<file path="config.mk">
export PLATFORM = sky130hd
export DESIGN_NAME = pyfive_wb_uart
export DESIGN_NICKNAME = d
export VERILOG_FILES = /design/src/rtl/pyfive_wb_uart.sv
export SDC_FILE = /design/constraint.sdc
export NUM_CORES = 1
export LEC_CHECK = 0
export ABC_AREA = 1
export ABC_CLOCK_PERIOD_IN_PS = 3500
export CAP_MARGIN = 20
export CORE_MARGIN = 2
export CORE_UTILIZATION = 30
export DETAILED_ROUTE_END_ITERATION = 16
export PLACE_DENSITY = 0.56
export RECOVER_POWER = 50
export SLEW_MARGIN = 20
export SYNTH_ARGS = -nofsm -noshare
export SYNTH_HDL_FRONTEND = slang
export SYNTH_HIERARCHICAL = 1
export SYNTH_SLANG_ARGS = --single-unit
</file>
<file path="constraint.sdc">
create_clock -name wb_clk_i -period 3.5 [get_ports wb_clk_i]
set_input_delay 0.7 -clock wb_clk_i [delete_from_list [all_inputs] [get_ports wb_clk_i]]
set_output_delay 0.7 -clock wb_clk_i [all_outputs]
set_load 0.005 [all_outputs]
</file>
<file path="src/rtl/pyfive_wb_uart.sv">
// pyfive_wb_uart_fifo: small synchronous FIFO used for the UART TX and RX byte queues.
// Latency: a pushed entry is visible at dout/!empty the cycle after the push.
// Backpressure: pushes while full are dropped unless a pop happens in the same cycle.
module pyfive_wb_uart_fifo #(
    parameter int DEPTH = 4,
    parameter int W     = 8
) (
    input  logic         clk,
    input  logic         rst_n,
    input  logic         push,
    input  logic         pop,
    input  logic [W-1:0] din,
    output logic [W-1:0] dout,
    output logic         full,
    output logic         empty
);
    localparam int AW = $clog2(DEPTH);
    localparam logic [AW:0] FULL_CNT = (AW+1)'(DEPTH);

    logic [W-1:0]  mem [DEPTH];
    logic [AW-1:0] wr_ptr, rd_ptr;
    logic [AW:0]   count;
    logic          do_push, do_pop;

    assign empty   = (count == '0);
    assign full    = (count == FULL_CNT);
    assign do_pop  = pop && !empty;
    assign do_push = push && (!full || do_pop);
    assign dout    = mem[rd_ptr];

    // Pointers wrap naturally because DEPTH is a power of two; count separates full from empty.
    always_ff @(posedge clk or negedge rst_n) begin
        if (!rst_n) begin
            wr_ptr <= '0;
            rd_ptr <= '0;
            count  <= '0;
        end else begin
            if (do_push) wr_ptr <= wr_ptr + 1'b1;
            if (do_pop)  rd_ptr <= rd_ptr + 1'b1;
            case ({do_push, do_pop})
                2'b10:   count <= count + 1'b1;
                2'b01:   count <= count - 1'b1;
                default: count <= count;
            endcase
        end
    end

    // Storage needs no reset; empty masks stale contents.
    always_ff @(posedge clk) begin
        if (do_push) mem[wr_ptr] <= din;
    end
endmodule

// pyfive_wb_uart: Wishbone B4 classic slave 8N1 UART with TX/RX FIFOs and a level interrupt.
// Latency: ack one cycle after cyc&stb; a TX frame starts the cycle after the TX FIFO goes non-empty.
// Backpressure: bus never stalls; TX writes into a full FIFO and RX bytes into a full FIFO are dropped.
module pyfive_wb_uart #(
    parameter int          FIFO_DEPTH  = 4,
    parameter logic [15:0] DEFAULT_DIV = 16'd434
) (
    input  logic        wb_clk_i,
    input  logic        wb_rst_n,
    input  logic        wbs_cyc_i,
    input  logic        wbs_stb_i,
    input  logic        wbs_we_i,
    input  logic [3:0]  wbs_sel_i,
    input  logic [31:0] wbs_adr_i,
    input  logic [31:0] wbs_dat_i,
    output logic        wbs_ack_o,
    output logic [31:0] wbs_dat_o,
    input  logic        uart_rx,
    output logic        uart_tx,
    output logic        irq
);
    typedef enum logic [1:0] {TX_IDLE, TX_START, TX_DATA, TX_STOP} tx_state_t;
    typedef enum logic [2:0] {RX_IDLE, RX_START, RX_DATA, RX_STOP, RX_WAIT} rx_state_t;

    logic [15:0] div, eff_div;
    logic [1:0]  ie, reg_sel;
    logic        rx_overrun, frame_err;
    logic        wr_ack, rd_ack, tx_push, rx_pop, sts_wr;
    logic [7:0]  tx_head, rx_head;
    logic        tx_full, tx_empty, rx_full, rx_empty, rx_valid, tx_idle;
    logic [31:0] rdata;
    logic        unused_bits;

    assign unused_bits = ^{wbs_adr_i[31:4], wbs_adr_i[1:0], wbs_sel_i[3:2], wbs_dat_i[31:16]};
    assign reg_sel  = wbs_adr_i[3:2];
    assign wr_ack   = wbs_ack_o && wbs_we_i;
    assign rd_ack   = wbs_ack_o && !wbs_we_i;
    assign tx_push  = wr_ack && (reg_sel == 2'd0) && wbs_sel_i[0];
    assign sts_wr   = wr_ack && (reg_sel == 2'd1);
    assign rx_pop   = rd_ack && (reg_sel == 2'd0) && !rx_empty;
    assign rx_valid = !rx_empty;
    assign eff_div  = (div < 16'd4) ? 16'd4 : div;

    // ---------------- TX path ----------------
    tx_state_t   tx_state, tx_state_n;
    logic [15:0] tx_cnt, tx_cnt_n, tx_div, tx_div_n;
    logic [2:0]  tx_bit, tx_bit_n;
    logic [7:0]  tx_shift, tx_shift_n;
    logic        tx_line_n, tx_pop, tx_load, tx_done;

    assign tx_done = (tx_cnt == tx_div - 16'd1);
    assign tx_idle = tx_empty && (tx_state == TX_IDLE);

    // TX next state: bit timing from the divider latched at frame start; STOP chains straight into START.
    always_comb begin
        tx_state_n = tx_state;
        tx_cnt_n   = tx_cnt + 16'd1;
        tx_div_n   = tx_div;
        tx_bit_n   = tx_bit;
        tx_shift_n = tx_shift;
        tx_line_n  = uart_tx;
        tx_pop     = 1'b0;
        tx_load    = 1'b0;
        case (tx_state)
            TX_IDLE: begin
                tx_cnt_n  = '0;
                tx_line_n = 1'b1;
                tx_load   = !tx_empty;
            end
            TX_START: if (tx_done) begin
                tx_cnt_n   = '0;
                tx_bit_n   = '0;
                tx_line_n  = tx_shift[0];
                tx_state_n = TX_DATA;
            end
            TX_DATA: if (tx_done) begin
                tx_cnt_n = '0;
                if (tx_bit == 3'd7) begin
                    tx_line_n  = 1'b1;
                    tx_state_n = TX_STOP;
                end else begin
                    tx_bit_n   = tx_bit + 3'd1;
                    tx_shift_n = {1'b0, tx_shift[7:1]};
                    tx_line_n  = tx_shift[1];
                end
            end
            TX_STOP: if (tx_done) begin
                tx_cnt_n   = '0;
                tx_line_n  = 1'b1;
                tx_state_n = TX_IDLE;
                tx_load    = !tx_empty;
            end
            default: tx_state_n = TX_IDLE;
        endcase
        if (tx_load) begin
            tx_pop     = 1'b1;
            tx_shift_n = tx_head;
            tx_div_n   = eff_div;
            tx_cnt_n   = '0;
            tx_line_n  = 1'b0;
            tx_state_n = TX_START;
        end
    end

    // TX state register; reset forces the line high immediately.
    always_ff @(posedge wb_clk_i or negedge wb_rst_n) begin
        if (!wb_rst_n) begin
            tx_state <= TX_IDLE;
            tx_cnt   <= '0;
            tx_div   <= DEFAULT_DIV;
            tx_bit   <= '0;
            tx_shift <= '0;
            uart_tx  <= 1'b1;
        end else begin
            tx_state <= tx_state_n;
            tx_cnt   <= tx_cnt_n;
            tx_div   <= tx_div_n;
            tx_bit   <= tx_bit_n;
            tx_shift <= tx_shift_n;
            uart_tx  <= tx_line_n;
        end
    end

    // ---------------- RX path ----------------
    rx_state_t   rx_state, rx_state_n;
    logic [1:0]  rx_sync;
    logic        rx_prev, rx_s, rx_push, rx_ferr;
    logic [15:0] rx_cnt, rx_cnt_n, rx_div, rx_div_n;
    logic [2:0]  rx_bit, rx_bit_n;
    logic [7:0]  rx_shift, rx_shift_n;

    assign rx_s = rx_sync[1];

    // RX next state: start confirmed at half a bit, then one sample per bit period.
    always_comb begin
        rx_state_n = rx_state;
        rx_cnt_n   = rx_cnt + 16'd1;
        rx_div_n   = rx_div;
        rx_bit_n   = rx_bit;
        rx_shift_n = rx_shift;
        rx_push    = 1'b0;
        rx_ferr    = 1'b0;
        case (rx_state)
            RX_IDLE: begin
                rx_cnt_n = '0;
                if (rx_prev && !rx_s) begin
                    rx_div_n   = eff_div;
                    rx_state_n = RX_START;
                end
            end
            RX_START: if (rx_cnt == {1'b0, rx_div[15:1]} - 16'd1) begin
                rx_cnt_n   = '0;
                rx_bit_n   = '0;
                rx_state_n = rx_s ? RX_IDLE : RX_DATA;
            end
            RX_DATA: if (rx_cnt == rx_div - 16'd1) begin
                rx_cnt_n   = '0;
                rx_shift_n = {rx_s, rx_shift[7:1]};
                rx_bit_n   = rx_bit + 3'd1;
                if (rx_bit == 3'd7) rx_state_n = RX_STOP;
            end
            RX_STOP: if (rx_cnt == rx_div - 16'd1) begin
                rx_cnt_n = '0;
                if (rx_s) begin
                    rx_push    = 1'b1;
                    rx_state_n = RX_IDLE;
                end else begin
                    rx_ferr    = 1'b1;
                    rx_state_n = RX_WAIT;
                end
            end
            RX_WAIT: begin
                rx_cnt_n = '0;
                if (rx_s) rx_state_n = RX_IDLE;
            end
            default: rx_state_n = RX_IDLE;
        endcase
    end

    // RX synchronizer and state register.
    always_ff @(posedge wb_clk_i or negedge wb_rst_n) begin
        if (!wb_rst_n) begin
            rx_sync  <= 2'b11;
            rx_prev  <= 1'b1;
            rx_state <= RX_IDLE;
            rx_cnt   <= '0;
            rx_div   <= DEFAULT_DIV;
            rx_bit   <= '0;
            rx_shift <= '0;
        end else begin
            rx_sync  <= {rx_sync[0], uart_rx};
            rx_prev  <= rx_s;
            rx_state <= rx_state_n;
            rx_cnt   <= rx_cnt_n;
            rx_div   <= rx_div_n;
            rx_bit   <= rx_bit_n;
            rx_shift <= rx_shift_n;
        end
    end

    pyfive_wb_uart_fifo #(.DEPTH(FIFO_DEPTH), .W(8)) u_tx_fifo (
        .clk(wb_clk_i), .rst_n(wb_rst_n), .push(tx_push), .pop(tx_pop),
        .din(wbs_dat_i[7:0]), .dout(tx_head), .full(tx_full), .empty(tx_empty)
    );

    pyfive_wb_uart_fifo #(.DEPTH(FIFO_DEPTH), .W(8)) u_rx_fifo (
        .clk(wb_clk_i), .rst_n(wb_rst_n), .push(rx_push), .pop(rx_pop),
        .din(rx_shift), .dout(rx_head), .full(rx_full), .empty(rx_empty)
    );

    // ---------------- Bus side ----------------
    // Single-cycle ack, writes and sticky flags; a new error beats a same-cycle clear.
    always_ff @(posedge wb_clk_i or negedge wb_rst_n) begin
        if (!wb_rst_n) begin
            wbs_ack_o  <= 1'b0;
            div        <= DEFAULT_DIV;
            ie         <= '0;
            rx_overrun <= 1'b0;
            frame_err  <= 1'b0;
            irq        <= 1'b0;
        end else begin
            wbs_ack_o <= wbs_cyc_i && wbs_stb_i && !wbs_ack_o;
            if (wr_ack && reg_sel == 2'd2) begin
                if (wbs_sel_i[0]) div[7:0]  <= wbs_dat_i[7:0];
                if (wbs_sel_i[1]) div[15:8] <= wbs_dat_i[15:8];
            end
            if (wr_ack && reg_sel == 2'd3) ie <= wbs_dat_i[1:0];
            if (rx_push && rx_full && !rx_pop) rx_overrun <= 1'b1;
            else if (sts_wr && wbs_dat_i[3])   rx_overrun <= 1'b0;
            if (rx_ferr)                       frame_err  <= 1'b1;
            else if (sts_wr && wbs_dat_i[4])   frame_err  <= 1'b0;
            irq <= (ie[0] && rx_valid) || (ie[1] && tx_idle);
        end
    end

    // Read mux; data bus is forced to zero outside the ack cycle.
    always_comb begin
        rdata = '0;
        case (reg_sel)
            2'd0: rdata = rx_valid ? {24'd0, rx_head} : 32'd0;
            2'd1: rdata = {27'd0, frame_err, rx_overrun, tx_idle, tx_full, rx_valid};
            2'd2: rdata = {16'd0, div};
            default: rdata = {30'd0, ie};
        endcase
        wbs_dat_o = wbs_ack_o ? rdata : 32'd0;
    end
endmodule

</file>
==> impl_results.md, run 1 <==
* Outcome: finished with violations
* Violated checks: max-capacitance violations, max-slew violations
* Asr flop ratio synth at 0.672
* Setup CP Type: in2out
* Die W at 199 µm
* PostCTS Resize Cnt at 0
* CP endpoint kind: output port
* Std cell rows at 71
* Setup_tns at 0 ns
* Core area at 37500 µm²
* Routed length on met2 at 12.8 mm
* EDFF count, synth at 64
* Most common cell after layout, fill and taps aside: nand2_1
* Hold Buf Count CTS at 0
* Longest Clk Path Bufs at 2
* # diodes at 0
* Register area share after synthesis at 0.460
* Total global routing overflow at 0
* Net Sw Power at 2.31 mW
* Pint at 4.21 mW
* H-tree depth at 4
* Combinational Power Share at 0.260
* Nets at 1507
* Port Buf Inserts at 44
* Total track usage at 0.138
* Drt total wl at 25.8 mm
* Most frequent cells in the layout: 297 x nand2_1, 162 x nor2_1, 146 x inv_1
* Layout Skew at 0.0163 ns
* Synth Cell Area at 11400 µm²
* DP HPWL at 19.3 mm
* Post-route insts no fill at 1930
* First-pass GRT wire length at 43.3 mm
* Seq pwr share at 0.438
* CTS tree: built
* Post-Synth XOR/XNOR Area at 0.0648
* Avg WL per Cell at 13.4 µm
* CTS root buf: clkbuf_16
* Gpl congestion at 0.849
* PwrDens at 504 nW/µm²
* Simple-gate share of the synthesized area at 0.276
* Initial core utilization at 0.303
* Area Overhead vs Synth at 13.9%
* Period utilisation layout at 0.952
* Leading area contributor after synthesis: dfrtp_1
* Flops & latches, synth at 195
* Post-synth cell types at 54
* Rel. slew slack at -0.259
* Clk sinks at 195
* Antenna violations before repair at 0
* Layout cell share with drive strength beyond 1 at 0.128
* Synth Area in Adders at 0.0311
* Largest net degree at the start of global routing at 74
* Cts bufs inserted at 17
* Multiplexer share of the synthesized area at 0.000991
* Post-synth top area share at 0.247
* Max-Cap Viols at 1
* Ranking of synthesized cells by area: dfrtp_1 25%, edfxtp_1 17%, nand2_1 9.8%, nor2_1 5.4%, inv_1 4.9%
* Placed cells at 1898
* Unrepaired setup endpoints after global routing: false
* Number of global-route vias before repair at 8728
* Lkg Pwr at 5.73 nW
* Post-route ant nets at 0
* Worst EP required at 2.80 ns
* Clk pwr share at 0.302
* Setup bufs post-CTS at 0
* Main synth FF type: dfrtp_1
* Final min period at 3.33 ns
* Main combinational cell family by area after synthesis: simple AND/OR/NAND/NOR gates
* Max Clk Rate at 0.300 GHz
* Num ports at 109
* Clk slew on worst S/H paths at 0.08 ns
* Synth Area in Compound Gates at 0.0826
* Hold Path Class: reg2reg
* Crit Path Max Fanout at 6
* Initial DRC Count at 503
* WP data arrival at 2.63 ns
* Cells after Synth at 1357
* Fillers at 3896
* Via density at 4.52
* Worst skew pair latency at 0.45 ns
* Metal-1 WL at 11.6 mm
* Die area at 39400 µm²
* Highest routed layer: met4
* Sw frac at 0.355
* Design Power at 6.53 mW
* Met3 routed WL at 742 µm
* Worst vdd ir at 0.000346 V
* Vias at 8726
* Die Ht at 199 µm
* Worst slew pin tran at 1.89 ns
* Fin util at 0.345
* CP Launch Type: input port
* 1st-pass router iterations at 4
* Final setup viols at 0
* Final Hold Viols at 0
* Synth warn at 6
* Mean Syn Cell Area at 8.37 µm²
* Final Max Tran Viols at 73
* DRC violation count after routing at 0
routing by layer:
| metal | up-vias | GRT usage |
|---|---|---|
| li1 | 4447 | - |
| met1 | 4118 | 0.167 |
| met2 | 119 | 0.243 |
| met3 | 42 | 0.0242 |
| met4 | 0 | 0.0522 |
| met5 | - | 0 |
synth_stat cells (15+ instances only):
cell,count
dfrtp_1,112
nand2_2,15
o21ai_0,68
inv_1,147
a21oi_1,22
nor2_1,163
edfxtp_1,64
o21ai_2,15
ha_1,25
a31oi_1,16
buf_4,18
xor2_1,60
nand3_1,85
nand2_1,297
nand4_1,21
o21ai_1,24
xnor2_1,24
nor2_2,23
dfstp_2,19
registers in the layout, indices dropped and copies added, names as in the netlist, 3 cells and up:
signal           count
tx_div              16
rx_shift             8
rx_cnt              16
u_tx_fifo/mem       32
u_rx_fifo/mem       32
tx_shift             8
u_rx_fifo/count      3
tx_bit               3
div                 16
u_tx_fifo/count      3
rx_bit               3
rx_div              16
rx_state             3
tx_cnt              16
logic make-up (layout without fill, tap and decap cells):
group | count (synthesis) | count (layout)
compound gates | 163 | 163
buf+inv | 209 | 256
flops | 195 | 195
mux | 1 | 1
xor+xnor | 84 | 84
other cells | 1 | 16
simple gates | 677 | 677
fa+ha+maj | 27 | 27
power by group through the flow:
stage / sequential, mW / clock (mW) / combinational [mW]
finish: 2.86 / 1.97 / 1.70
CTS: 2.86 / 2.02 / 1.69
detailed placement: 2.90 / 0 / 1.68
floorplan: 2.80 / 0 / 1.33
global placement: 2.89 / 0 / 1.65
global route: 2.89 / 2.11 / 1.94
stage by stage:
step           cell area, µm²  hold WS [ns]  worst slack (ns)
6_report                12900         0.364             0.169
5_1_grt                 12900         0.370           0.00765
4_1_cts                 12900         0.310            0.0768
3_5_place_dp            12300         0.349             0.100
3_3_place_gp            12300         0.346             0.148
2_1_floorplan           11400         0.345             0.356
worst paths after layout:
check	end	start	slack [ns]	cells after the start
hold / removal	rx_sync[1]	rx_sync[0]	0.36	0
max in group asynchronous	div[1]	wb_rst_n	1.56	2
setup / recovery	wbs_dat_o[5]	wbs_adr_i[3]	0.17	9
min in group asynchronous	tx_cnt[12]	wb_rst_n	0.77	1
hold reg to reg	rx_sync[1]	rx_sync[0]	0.36	0
setup reg to reg	u_rx_fifo/count[1]	rx_div[1]	0.26	15
critical path, cell delays in order:
cell	delay, ns
clkdlybuf4s50_1	0.53
inv_1	0.09
nor2_1	0.14
inv_2	0.09
nor2_2	0.11
inv_1	0.12
o21ai_0	0.19
buf_4	0.15
clkdlybuf4s50_1	0.49
cell type report:
cell class                 instances  area, µm²  area share
inverter                         156        594      0.0459
multi-input combinational        968       5260       0.407
sequential                       195       5230       0.404
timing repair buffer              68        621      0.0480
clock buffer                      20        468      0.0362
clock inverter                    12        131      0.0102
tap                              511        639      0.0494
Note: power is estimated with default switching activity, not from simulation.
==> run 2, diff against run 1 <==
--- a/config.mk
+++ b/config.mk
@@ -8,13 +8,14 @@
 export ABC_AREA = 1
 export ABC_CLOCK_PERIOD_IN_PS = 3500
 export CAP_MARGIN = 20
-export CORE_MARGIN = 2
+export CORE_MARGIN = 5
 export CORE_UTILIZATION = 30
 export DETAILED_ROUTE_END_ITERATION = 16
-export PLACE_DENSITY = 0.56
+export PLACE_DENSITY = 0.44
 export RECOVER_POWER = 50
 export SLEW_MARGIN = 20
 export SYNTH_ARGS = -nofsm -noshare
 export SYNTH_HDL_FRONTEND = slang
 export SYNTH_HIERARCHICAL = 1
 export SYNTH_SLANG_ARGS = --single-unit
+export TNS_END_PERCENT = 50
==> impl_results.md, run 2 (synthesis results as in run 1) <==
* Clk sinks at 195 (unchanged)
* Top flop regs: u_rx_fifo/mem (32), u_tx_fifo/mem (32)
* Initial core utilization at 0.303 (unchanged)
* Worst slew pin tran at 1.61 ns (-0.274 ns)
* Outcome: finished with violations
* Period utilisation layout at 0.945 (-0.00623)
* Cts bufs inserted at 17 (unchanged)
* PostCTS Resize Cnt at 0 (unchanged)
* Final setup viols at 0 (unchanged)
* H-tree depth at 4 (unchanged)
* Worst EP required at 2.80 ns (about the same)
* PwrDens at 503 nW/µm² (-0.36%)
* Gpl congestion at 0.835 (-1.6%)
* Via density at 4.46 (-1.3%)
* CP Launch Type: input port
* Hold Path Class: reg2reg
* Avg WL per Cell at 14.5 µm (+8.2%)
* # diodes at 0 (unchanged)
* Final Max Tran Viols at 64 (-12%)
* Post-route ant nets at 0 (unchanged)
* Total track usage at 0.137 (-0.00130)
* Final min period at 3.31 ns (-0.0218 ns)
* Fillers at 3976 (+2.1%)
* Most common cell after layout, fill and taps aside: nand2_1
* Vias at 8612 (-1.3%)
* Post-route insts no fill at 1930 (unchanged)
* Final instance area at 12900 µm² (-0.58%)
* Setup CP Type: in2out
* Max Clk Rate at 0.302 GHz (+0.66%)
* Most frequent cells in the layout: 297 x nand2_1, 162 x nor2_1, 147 x inv_1
* Total global routing overflow at 0 (unchanged)
* Placed instance area at 12300 µm² (unchanged)
* Hold Buf Count CTS at 0 (unchanged)
* Lkg Pwr at 5.71 nW (-0.39%)
* Crit Path Max Fanout at 4 (-2)
* Initial DRC Count at 435 (-14%)
* DP HPWL at 20.8 mm (+7.5%)
* Final Hold Viols at 0 (unchanged)
* Longest Clk Path Bufs at 2 (unchanged)
* Die W at 205 µm (+3.0%)
* DRC violation count after routing at 0 (unchanged)
* Worst skew pair latency at 0.45 ns (about the same)
* Drt total wl at 27.9 mm (+8.2%)
* Core area at 37500 µm² (unchanged)
* Setup ws final at 0.191 ns (+0.0218 ns)
* Std cell rows at 71 (unchanged)
* Die Ht at 205 µm (+3.0%)
* Nets at 1507 (unchanged)
* Placed cells at 1898 (unchanged)
* Area Overhead vs Synth at 13.2%
* Largest net degree at the start of global routing at 64 (-14%)
* Number of global-route vias before repair at 8501 (-2.6%)
* WP data arrival at 2.61 ns (-0.02 ns)
* Layout Skew at 0.0167 ns (+0.000421 ns)
* Violated checks: max-capacitance violations, max-slew violations
* Die area at 41900 µm² (+6.1%)
* Setup bufs post-CTS at 0 (unchanged)
* First-pass GRT wire length at 45.6 mm (+5.3%)
* Antenna violations before repair at 0 (unchanged)
* CTS tree: built
* Max-Cap Viols at 1 (unchanged)
* CP endpoint kind: output port
* DP Worst Slack at 0.0919 ns (-0.00835 ns)
* Num ports at 109 (unchanged)
* Port Buf Inserts at 44 (unchanged)
* 1st-pass router iterations at 6 (+2)
* Clk slew on worst S/H paths at 0.08 ns (about the same)
* Rel. slew slack at -0.0767 (+0.183)
* CTS root buf: clkbuf_16
* Worst vdd ir at 0.000338 V (-2.4%)
* Layout cell share with drive strength beyond 1 at 0.125 (-0.00282)
## run 2: critical path, cell delays in order
cell             delay, ns
clkdlybuf4s50_1       0.53
inv_1                 0.08
nor2_1                0.12
inv_1                 0.08
nor2_2                0.15
inv_1                 0.11
o21ai_0               0.19
buf_4                 0.15
clkdlybuf4s50_1       0.50
## run 2: cell type report
cell class	count	area (µm²)	share of cell area
Clock inverter	13	118	0.00914
Tap cell	511	639	0.0497
Multi-Input combinational cell	968	5250	0.408
Timing Repair Buffer	68	609	0.0474
Sequential cell	195	5220	0.406
Clock buffer	19	433	0.0337
Inverter	156	594	0.0462
## run 2: metal layers
| metal | GRT usage | vias to the layer above | wire length [µm] |
|---|---|---|---|
| met1 | 0.185 | 4087 | 13500 |
| li1 | - | 4447 | - |
| met5 | 0 | - | 0 |
| met2 | 0.230 | 69 | 13700 |
| met4 | 0.0275 | 0 | 226 |
| met3 | 0.0242 | 9 | 550 |
## run 2: path summary, 6_finish.rpt
| kind | startpoint | to | slack [ns] | depth (start not counted) |
|---|---|---|---|---|
| worst max-delay path | wbs_adr_i[3] | wbs_dat_o[7] | 0.19 | 9 |
| worst min-delay path | rx_sync[0] | rx_sync[1] | 0.36 | 0 |
| worst max register to register | rx_div[1] | u_rx_fifo/count[1] | 0.24 | 16 |
| worst min register to register | rx_sync[0] | rx_sync[1] | 0.36 | 0 |
| max in group asynchronous | wb_rst_n | rx_shift[2] | 0.75 | 2 |
| min in group asynchronous | wb_rst_n | tx_div[15] | 0.67 | 1 |
## run 2: through the flow
stage | utilization | total power [mW] | hold slack [ns] | TNS (ns)
2_1_floorplan | - | 4.13 | 0.345 | 0
3_3_place_gp | 0.329 | 4.61 | 0.346 | 0
3_5_place_dp | 0.329 | 4.61 | 0.348 | 0
4_1_cts | 0.343 | 6.54 | 0.258 | 0
5_1_grt | 0.343 | 6.90 | 0.368 | -0.000830
6_report | 0.343 | 6.47 | 0.365 | 0
## run 2: power by group
group	internal, mW	total [mW]	switching (mW)	leakage (nW)
clock network	0.942	1.90	0.959	0.270
registers	2.59	2.86	0.276	2.16
logic	0.608	1.70	1.09	3.28
